**src/rtl/ex_mem_if.sv**
```systemverilog
// EX/MEM pipeline bundle: control, data and status signals between the execute-side
// driver and the EX/MEM register. bubble_cnt exists only with EXMEM_BUBBLE_CNT_EN.
interface ex_mem_if #(
  parameter int DATA_W = 32,
  parameter int REG_W  = 5
);
  logic              stall;
  logic              flush;
  logic              valid_in;
  logic              RegWrite_in;
  logic              MemtoReg_in;
  logic              MemRead_in;
  logic              MemWrite_in;
  logic              Branch_in;
  logic              Zero_in;
  logic [DATA_W-1:0] alu_result_in;
  logic [DATA_W-1:0] write_data_in;
  logic [REG_W-1:0]  write_reg_in;

  logic              valid_out;
  logic              RegWrite_out;
  logic              MemtoReg_out;
  logic              MemRead_out;
  logic              MemWrite_out;
  logic              Branch_out;
  logic              Zero_out;
  logic [DATA_W-1:0] alu_result_out;
  logic [DATA_W-1:0] write_data_out;
  logic [REG_W-1:0]  write_reg_out;
  logic              pcsrc_out;
`ifdef EXMEM_BUBBLE_CNT_EN
  logic [15:0]       bubble_cnt;

  modport master (
    output stall, flush, valid_in, RegWrite_in, MemtoReg_in, MemRead_in, MemWrite_in,
           Branch_in, Zero_in, alu_result_in, write_data_in, write_reg_in,
    input  valid_out, RegWrite_out, MemtoReg_out, MemRead_out, MemWrite_out, Branch_out,
           Zero_out, alu_result_out, write_data_out, write_reg_out, pcsrc_out, bubble_cnt
  );
  modport slave (
    input  stall, flush, valid_in, RegWrite_in, MemtoReg_in, MemRead_in, MemWrite_in,
           Branch_in, Zero_in, alu_result_in, write_data_in, write_reg_in,
    output valid_out, RegWrite_out, MemtoReg_out, MemRead_out, MemWrite_out, Branch_out,
           Zero_out, alu_result_out, write_data_out, write_reg_out, pcsrc_out, bubble_cnt
  );
`else
  modport master (
    output stall, flush, valid_in, RegWrite_in, MemtoReg_in, MemRead_in, MemWrite_in,
           Branch_in, Zero_in, alu_result_in, write_data_in, write_reg_in,
    input  valid_out, RegWrite_out, MemtoReg_out, MemRead_out, MemWrite_out, Branch_out,
           Zero_out, alu_result_out, write_data_out, write_reg_out, pcsrc_out
  );
  modport slave (
    input  stall, flush, valid_in, RegWrite_in, MemtoReg_in, MemRead_in, MemWrite_in,
           Branch_in, Zero_in, alu_result_in, write_data_in, write_reg_in,
    output valid_out, RegWrite_out, MemtoReg_out, MemRead_out, MemWrite_out, Branch_out,
           Zero_out, alu_result_out, write_data_out, write_reg_out, pcsrc_out
  );
`endif
endinterface

```
**src/rtl/ex_mem_pipe.sv**
```systemverilog
// EX/MEM pipeline register, STAGES (1..4) deep, with stall/flush/reset control.
// Optional feature: define EXMEM_BUBBLE_CNT_EN to add the saturating bubble_cnt output.
module ex_mem_pipe #(
  parameter int DATA_W = 32,
  parameter int REG_W  = 5,
  parameter int STAGES = 1
) (
  input  logic     clk,
  input  logic     reset,
  ex_mem_if.slave  bus
);

  typedef struct packed {
    logic              valid;
    logic              reg_write;
    logic              mem_to_reg;
    logic              mem_read;
    logic              mem_write;
    logic              branch;
    logic              zero;
    logic [DATA_W-1:0] alu_result;
    logic [DATA_W-1:0] write_data;
    logic [REG_W-1:0]  write_reg;
  } stage_t;

  stage_t w_in;
  stage_t w_last;
  stage_t r_stage [STAGES];

  // Bubbles keep their data and Zero but never carry a live control bit.
  always_comb begin
    w_in            = '0;
    w_in.valid      = bus.valid_in;
    w_in.reg_write  = bus.valid_in & bus.RegWrite_in;
    w_in.mem_to_reg = bus.valid_in & bus.MemtoReg_in;
    w_in.mem_read   = bus.valid_in & bus.MemRead_in;
    w_in.mem_write  = bus.valid_in & bus.MemWrite_in;
    w_in.branch     = bus.valid_in & bus.Branch_in;
    w_in.zero       = bus.Zero_in;
    w_in.alu_result = bus.alu_result_in;
    w_in.write_data = bus.write_data_in;
    w_in.write_reg  = bus.write_reg_in;
  end

  // NOTE: pipeline state uses non-blocking assignments so every stage samples the
  // pre-edge value of its predecessor; these are flops, not a memory, so all are reset.
  always_ff @(posedge clk) begin
    if (reset || bus.flush) begin
      for (int k = 0; k < STAGES; k++) r_stage[k] <= '0;
    end else if (!bus.stall) begin
      r_stage[0] <= w_in;
      for (int k = 1; k < STAGES; k++) r_stage[k] <= r_stage[k-1];
    end
  end

  assign w_last = r_stage[STAGES-1];

  assign bus.valid_out      = w_last.valid;
  assign bus.RegWrite_out   = w_last.reg_write;
  assign bus.MemtoReg_out   = w_last.mem_to_reg;
  assign bus.MemRead_out    = w_last.mem_read;
  assign bus.MemWrite_out   = w_last.mem_write;
  assign bus.Branch_out     = w_last.branch;
  assign bus.Zero_out       = w_last.zero;
  assign bus.alu_result_out = w_last.alu_result;
  assign bus.write_data_out = w_last.write_data;
  assign bus.write_reg_out  = w_last.write_reg;
  assign bus.pcsrc_out      = w_last.valid & w_last.branch & w_last.zero;

`ifdef EXMEM_BUBBLE_CNT_EN
  logic [15:0] r_bubble_cnt;

  // Counts edges with an empty output slot; flush does not clear it.
  always_ff @(posedge clk) begin
    if (reset) begin
      r_bubble_cnt <= '0;
    end else if (!w_last.valid && r_bubble_cnt != 16'hFFFF) begin
      r_bubble_cnt <= r_bubble_cnt + 16'd1;
    end
  end

  assign bus.bubble_cnt = r_bubble_cnt;
`endif

endmodule

```
**src/flat_wrapper.sv**
```systemverilog
// flat-port wrapper written by rule: the top's interface ports become plain ports
module ex_mem_pipe_flat 
#(
  parameter int DATA_W = 32,
  parameter int REG_W  = 5,
  parameter int STAGES = 1
)
  (clk, reset, bus_stall, bus_flush, bus_valid_in, bus_RegWrite_in, bus_MemtoReg_in, bus_MemRead_in, bus_MemWrite_in, bus_Branch_in, bus_Zero_in, bus_alu_result_in, bus_write_data_in, bus_write_reg_in, bus_valid_out, bus_RegWrite_out, bus_MemtoReg_out, bus_MemRead_out, bus_MemWrite_out, bus_Branch_out, bus_Zero_out, bus_alu_result_out, bus_write_data_out, bus_write_reg_out, bus_pcsrc_out);
  ex_mem_if #(.DATA_W(DATA_W), .REG_W(REG_W)) bus_i ();
  input  logic clk;
  input  logic reset;
  input wire logic [$bits(bus_i.stall)-1:0] bus_stall;
  input wire logic [$bits(bus_i.flush)-1:0] bus_flush;
  input wire logic [$bits(bus_i.valid_in)-1:0] bus_valid_in;
  input wire logic [$bits(bus_i.RegWrite_in)-1:0] bus_RegWrite_in;
  input wire logic [$bits(bus_i.MemtoReg_in)-1:0] bus_MemtoReg_in;
  input wire logic [$bits(bus_i.MemRead_in)-1:0] bus_MemRead_in;
  input wire logic [$bits(bus_i.MemWrite_in)-1:0] bus_MemWrite_in;
  input wire logic [$bits(bus_i.Branch_in)-1:0] bus_Branch_in;
  input wire logic [$bits(bus_i.Zero_in)-1:0] bus_Zero_in;
  input wire logic [$bits(bus_i.alu_result_in)-1:0] bus_alu_result_in;
  input wire logic [$bits(bus_i.write_data_in)-1:0] bus_write_data_in;
  input wire logic [$bits(bus_i.write_reg_in)-1:0] bus_write_reg_in;
  output wire logic [$bits(bus_i.valid_out)-1:0] bus_valid_out;
  output wire logic [$bits(bus_i.RegWrite_out)-1:0] bus_RegWrite_out;
  output wire logic [$bits(bus_i.MemtoReg_out)-1:0] bus_MemtoReg_out;
  output wire logic [$bits(bus_i.MemRead_out)-1:0] bus_MemRead_out;
  output wire logic [$bits(bus_i.MemWrite_out)-1:0] bus_MemWrite_out;
  output wire logic [$bits(bus_i.Branch_out)-1:0] bus_Branch_out;
  output wire logic [$bits(bus_i.Zero_out)-1:0] bus_Zero_out;
  output wire logic [$bits(bus_i.alu_result_out)-1:0] bus_alu_result_out;
  output wire logic [$bits(bus_i.write_data_out)-1:0] bus_write_data_out;
  output wire logic [$bits(bus_i.write_reg_out)-1:0] bus_write_reg_out;
  output wire logic [$bits(bus_i.pcsrc_out)-1:0] bus_pcsrc_out;
  assign bus_i.stall = bus_stall;
  assign bus_i.flush = bus_flush;
  assign bus_i.valid_in = bus_valid_in;
  assign bus_i.RegWrite_in = bus_RegWrite_in;
  assign bus_i.MemtoReg_in = bus_MemtoReg_in;
  assign bus_i.MemRead_in = bus_MemRead_in;
  assign bus_i.MemWrite_in = bus_MemWrite_in;
  assign bus_i.Branch_in = bus_Branch_in;
  assign bus_i.Zero_in = bus_Zero_in;
  assign bus_i.alu_result_in = bus_alu_result_in;
  assign bus_i.write_data_in = bus_write_data_in;
  assign bus_i.write_reg_in = bus_write_reg_in;
  assign bus_valid_out = bus_i.valid_out;
  assign bus_RegWrite_out = bus_i.RegWrite_out;
  assign bus_MemtoReg_out = bus_i.MemtoReg_out;
  assign bus_MemRead_out = bus_i.MemRead_out;
  assign bus_MemWrite_out = bus_i.MemWrite_out;
  assign bus_Branch_out = bus_i.Branch_out;
  assign bus_Zero_out = bus_i.Zero_out;
  assign bus_alu_result_out = bus_i.alu_result_out;
  assign bus_write_data_out = bus_i.write_data_out;
  assign bus_write_reg_out = bus_i.write_reg_out;
  assign bus_pcsrc_out = bus_i.pcsrc_out;
  ex_mem_pipe #(.DATA_W(DATA_W), .REG_W(REG_W), .STAGES(STAGES)) u_core (.clk(clk), .reset(reset), .bus(bus_i));
endmodule
```
**config.mk**
```make
export PLATFORM = sky130hd
export DESIGN_NAME = ex_mem_pipe_flat
export DESIGN_NICKNAME = d
export VERILOG_FILES = /design/src/rtl/ex_mem_if.sv /design/src/rtl/ex_mem_pipe.sv /design/src/flat_wrapper.sv
export SDC_FILE = /design/constraint.sdc
export NUM_CORES = 1
export LEC_CHECK = 0
export ABC_AREA = 1
export CORE_UTILIZATION = 44
export CTS_CLUSTER_SIZE = 8
export DETAILED_ROUTE_END_ITERATION = 8
export PLACE_DENSITY = 0.86
export SYNTH_ARGS = -nofsm -noshare
export SYNTH_HDL_FRONTEND = slang
export SYNTH_SLANG_ARGS = --single-unit
export TNS_END_PERCENT = 1
```
**constraint.sdc**
```tcl
create_clock -name clk -period 6.4 [get_ports clk]
set_input_delay 1.92 -clock clk [delete_from_list [all_inputs] [get_ports clk]]
set_output_delay 1.92 -clock clk [all_outputs]
set_load 0.02 [all_outputs]
```
After elaboration in Yosys (flattened, before gate mapping)
Memories as Yosys holds them, arrays and structs flattened.
Index checks and enable logic that the tools add are counted.
{"block": "word_totals", "ff_bits": 0, "mem_bits_rw": 76, "elab_cells": 17, "n_memories": 1}
{"memory": "u_core.r_stage", "depth": 1, "word_bits": 76, "rd": 1, "rd_ports_with_merged_regs": 0, "wr": 1, "line": "ex_mem_pipe.sv:28", "text": "stage_t r_stage [STAGES];"}
{"block": "classes", "muxes": 7, "bitwise": 7, "reduce_logical": 2}
{"operator": "76-bit two-way mux", "count": 1}
{"operator": "76-bit OR reduction", "count": 1}
{"operator": "1-bit bitwise AND", "count": 7}
{"operator": "1-bit two-way mux", "count": 6}
{"operator": "1-bit logical OR", "count": 1}

Logic depth before layout (Yosys ltp)
{"block": "depth", "word_depth": 5, "mapped_depth": 5, "depth_no_buf": 3}

Worst setup path before layout
Ideal clock, no wire load.
{"block": "synth_path", "kind": "input -> register", "from": "input port bus_flush", "to": "memory u_core.r_stage[0][0] in the netlist's numbering, enable pin", "setup_time_ns": 0.769, "arrival_time_ns": 3.293, "required_ns": 5.631, "slack_ns": 2.338, "stages": 2, "cell_sequence": "nor2_2 -> nand2_1"}
{"block": "synth_between", "elab_chain_len": 5, "word_cells_on_any_way": 7, "classes_between": "mux (5); reduce/logical (2)"}
{"element": "start: declaration", "line": "flat_wrapper.sv:13", "text": "input wire logic [$bits(bus_i.flush)-1:0] bus_flush;"}
{"element": "1-bit logical OR (*)", "line": "ex_mem_pipe.sv:48", "text": "if (reset || bus.flush) begin"}
{"element": "1-bit two-way mux", "line": "ex_mem_pipe.sv:48"}
{"element": "1-bit two-way mux (implied by the code)", "line": "ex_mem_pipe.sv:51", "text": "r_stage[0] <= w_in;"}
{"element": "76-bit OR reduction (no source line)"}
{"element": "1-bit two-way mux (no source line) (*)"}
{"element": "end: declaration", "line": "ex_mem_pipe.sv:28"}
Mark *: on every way between the ends. The rest lies on a longest branch, timed or not.

Worst setup path in the final report
{"block": "layout_path", "from": "input port bus_stall", "to": "memory u_core.r_stage[0][24] in the netlist's numbering (data pin)"}
{"block": "layout_between", "elab_chain_len": 5}
{"element": "start: declaration", "line": "flat_wrapper.sv:12", "text": "input wire logic [$bits(bus_i.stall)-1:0] bus_stall;"}
{"element": "1-bit two-way mux", "line": "ex_mem_pipe.sv:50", "text": "end else if (!bus.stall) begin"}
{"element": "1-bit two-way mux", "line": "ex_mem_pipe.sv:48"}
{"element": "1-bit two-way mux (implied by the code)", "line": "ex_mem_pipe.sv:51"}
{"element": "76-bit OR reduction (no source line)"}
{"element": "76-bit two-way mux (no source line)"}
Every way passes these cells.

==> summary by stage <==
Run status
The flow ran to the end, and the final reports show no timing, DRC or antenna violations.

Setup path
The required time reported for the critical path endpoint is 6.47 ns. The critical path start-end classification is in2reg. The critical path data arrival time is 3.78 ns.

Along the worst path, the maximum fanout reaches 56. Walking the worst path, the cells encountered are clkdlybuf4s50_1 -> inv_1 -> nand2_4 -> buf_4 -> nor2_4. The worst-path cell with the longest stage delay is sky130_fd_sc_hd__nand2_4. The source of the critical timing path is bus_stall. On the worst path, the slowest cell contributes a delay of 0.68 ns. STA classifies the critical path startpoint as an input pin. The critical path capture point type is a register.

Timing
The count of endpoints failing setup in the final report is 0. The number of hold violations in the final report was 0. After routing, the total negative slack on setup checks comes to 0 ns. The number of pins with negative max-slew slack in the final report is 0.

Counting I/O delays and the setup requirement, the final critical path takes 3.707 ns. Setup repair after global routing left no endpoint under its margin. For this run, the top clock speed supported by timing is 269.7 MHz.

The final critical-path share of the clock period is 57.93%. In this run the tightest slew margin relative to its limit is 34.95%. For the pin with the worst max-slew slack, the measured transition is 0.9757 ns.

Clock network
Clock-pin slew was measured on the worst setup and hold paths at 0.08 ns. The root buffer cell chosen for the clock tree is sky130_fd_sc_hd__clkbuf_8. The post-CTS repair timing setup buffer count is 0. The number of gates given a new drive strength after cts is 0. The H-tree was split into 3 levels. TritonCTS built the clock tree. No sink is reached through more buffers than the 2 on the longest clock path. TritonCTS created 9 clock buffers. The quantity of hold-fixing buffers added after cts is 0. The CTS sink count is 76.

Synthesis
Of the synthesized area, sequential elements account for 69.46%. The mean cell area of the mapped netlist is 13.63 µm². sky130_fd_sc_hd__edfxtp_1 takes more of the synthesized area than any other cell. The post-synthesis instance total is 241. The net count of the mapped netlist is 321. Yosys printed 0 warnings. Counting distinct cell types in the post-synthesis netlist gives 11. The netlist area before placement is between 0.003 and 0.004 mm².

The top cell type by area accounts for 69.46% of the synthesized area. By area the synthesized netlist is led by sky130_fd_sc_hd__edfxtp_1 69%, sky130_fd_sc_hd__nor2_4 14%, sky130_fd_sc_hd__inv_1 8.2%. The register bit total from synthesis is 76.

Final layout
The register with the most flip-flops in the layout has 76 of them. Of the cells placed in the final design, the portion with a size suffix greater than 1 is 14.74%. For this run, the number of standard cells in the final layout without fillers is 506. Compared with the post-synthesis result, the final layout area differs by 56.21%. The count of filler cells inserted in the layout is 491. The area used by multi-input combinational logic is about 640 µm². The top register by number of flip-flops is u_core.r_stage.

The register area is 0.002282 mm². The largest registers in the layout are u_core.r_stage x76. In the final design database the tool counted 482 nets. 0 antenna diodes ended up in the layout.

Power and ir drop
The clock group share of total power is 35.7%. For this design the ratio of total power to cell area is 235.8 mW/mm². In this run switching power makes up 22.52% of total power. The worst supply voltage drop on vdd is 0.1110 mV. Cell internal power was estimated by the tool at roughly 940 µW. The sequential fraction of design power is 48.4%.

The relative contribution of combinational cells to total power is around 16%. The switching power of the nets is 272.5 µW. For this design the static power due to leakage is 2.174 nW.

Detailed routing
The length of the first detailed-routing pass in iterations is 4. Dividing the detail-routed wire length by the instance count gives 12.66 µm. The count of nets left with antenna violations after detail routing is 0. The total wire length is 6.405 mm.

Dividing the detail-routed via count by the number of cells gives 4.211. In the routed design, unresolved DRC markers number 0. The number of violations reported at the end of detailed-routing iteration 0 is 58. The total vias in the final route is 2131.

Place
During placement, the flow inserted port buffers numbering 156. The placer's final routability congestion estimate is 0.6843. The HPWL reported at the end of detailed placement is 4.666 mm. In this run, placement finished with an instance count of 490.

Floorplan
The I/O pin count is 157. The die is 88.42 µm tall. The die footprint is 0.007817 mm². The area of the core region is 0.007253 mm². Measured along the x axis, the die boundary spans between 80 and 90 µm. Row generation in the floorplan step produced 31 rows.

The initial utilization of the core area, before any placement, comes to 45.30%.

Worst hold path
The startpoint of the lowest-slack hold path is bus_write_data_in[16]. The path class of the tightest hold or removal check is in2reg. Counting instances, the worst hold path has a depth of 3.

GRT
Entering global routing, the biggest net connects 77 pins. The initial antenna violation count is 0. In the global route stage, overall resource usage came out at 16.41%. The wire length of the first global-routing pass is 9.384 mm. The remaining global-route overflow is 0. The number of global-route vias before repair was 2080.

Flow run
Max-cap violations in this run came to 0.
## placed cells by master, fill, tap and decap left out
cell type and count:
sky130_fd_sc_hd__clkdlybuf4s50_1 156, sky130_fd_sc_hd__edfxtp_1 76, sky130_fd_sc_hd__inv_1 72, sky130_fd_sc_hd__nor2_4 40
sky130_fd_sc_hd__nor2_1 36, sky130_fd_sc_hd__clkbuf_8 9, sky130_fd_sc_hd__nand2_1 5, sky130_fd_sc_hd__bufinv_16 3
sky130_fd_sc_hd__nand2_4 2, sky130_fd_sc_hd__clkinv_4 2, sky130_fd_sc_hd__buf_4 2, sky130_fd_sc_hd__nor2_2 1
sky130_fd_sc_hd__and3_1 1, sky130_fd_sc_hd__clkbuf_1 1, sky130_fd_sc_hd__clkinv_2 1
## synth_stat cells (all sizes together)
master,n
nand2,7
inv,72
and3,1
nor2,77
buf,8
edfxtp,76
## layout make-up
class | count | area share [%]
Clock buffer | 10 | 2.487
Timing Repair Buffer | 158 | 30.72
Clock inverter | 6 | 2.194
Sequential cell | 76 | 44.47
Inverter | 72 | 5.266
Tap cell | 99 | 2.413
Multi-Input combinational cell | 85 | 12.46
## power groups by stage
stage	Sequential (mW)	Combinational (mW)	Clock (mW)
after floorplan	0.638	0.0431	0
after global placement	0.596	0.192	0
after detailed placement	0.597	0.194	0
after CTS	0.586	0.195	0.438
after global routing	0.588	0.205	0.462
final	0.585	0.193	0.432
## final timing paths
check / to / slack, ns
setup / recovery: u_core.r_stage[0][24] / 2.69
hold / removal: u_core.r_stage[0][21] / 2.23
## critical path: cells and delay by family
family	cells	cell delay [ns]
simple gates	2	0.72
buf+inv	3	1.11
## cells by family after synthesis
| logic type | Yosys count | share of synthesized area, % |
|---|---|---|
| flip-flops | 76 | 69.46 |
| AND/OR/NAND/NOR | 85 | 19.08 |
| buffers and inverters | 80 | 11.46 |
## routing by layer
layer	part of all wire, %	up-vias	GRT usage [%]
met5	0	-	0
met4	1.1	0	6.598
met3	10	6	5.504
met2	52	98	30.28
met1	37	977	17.09
li1	-	1050	-
## per-stage QoR
step / cell area (µm²) / worst slack (ns) / utilization [%] / hold slack (ns) / total power, mW
6_report: 5132 / 2.693 / 70.76 / 2.227 / 1.210
5_1_grt: 5132 / 2.616 / 70.76 / 2.223 / 1.255
4_1_cts: 5132 / 2.699 / 70.76 / 2.212 / 1.219
3_5_place_dp: 4892 / 2.344 / 67.45 / 2.568 / 0.7914
3_3_place_gp: 4892 / 2.369 / 67.45 / 2.566 / 0.7877
2_1_floorplan: 3286 / 2.338 / - / 2.128 / 0.6810
(Power assumes the default switching activity.)
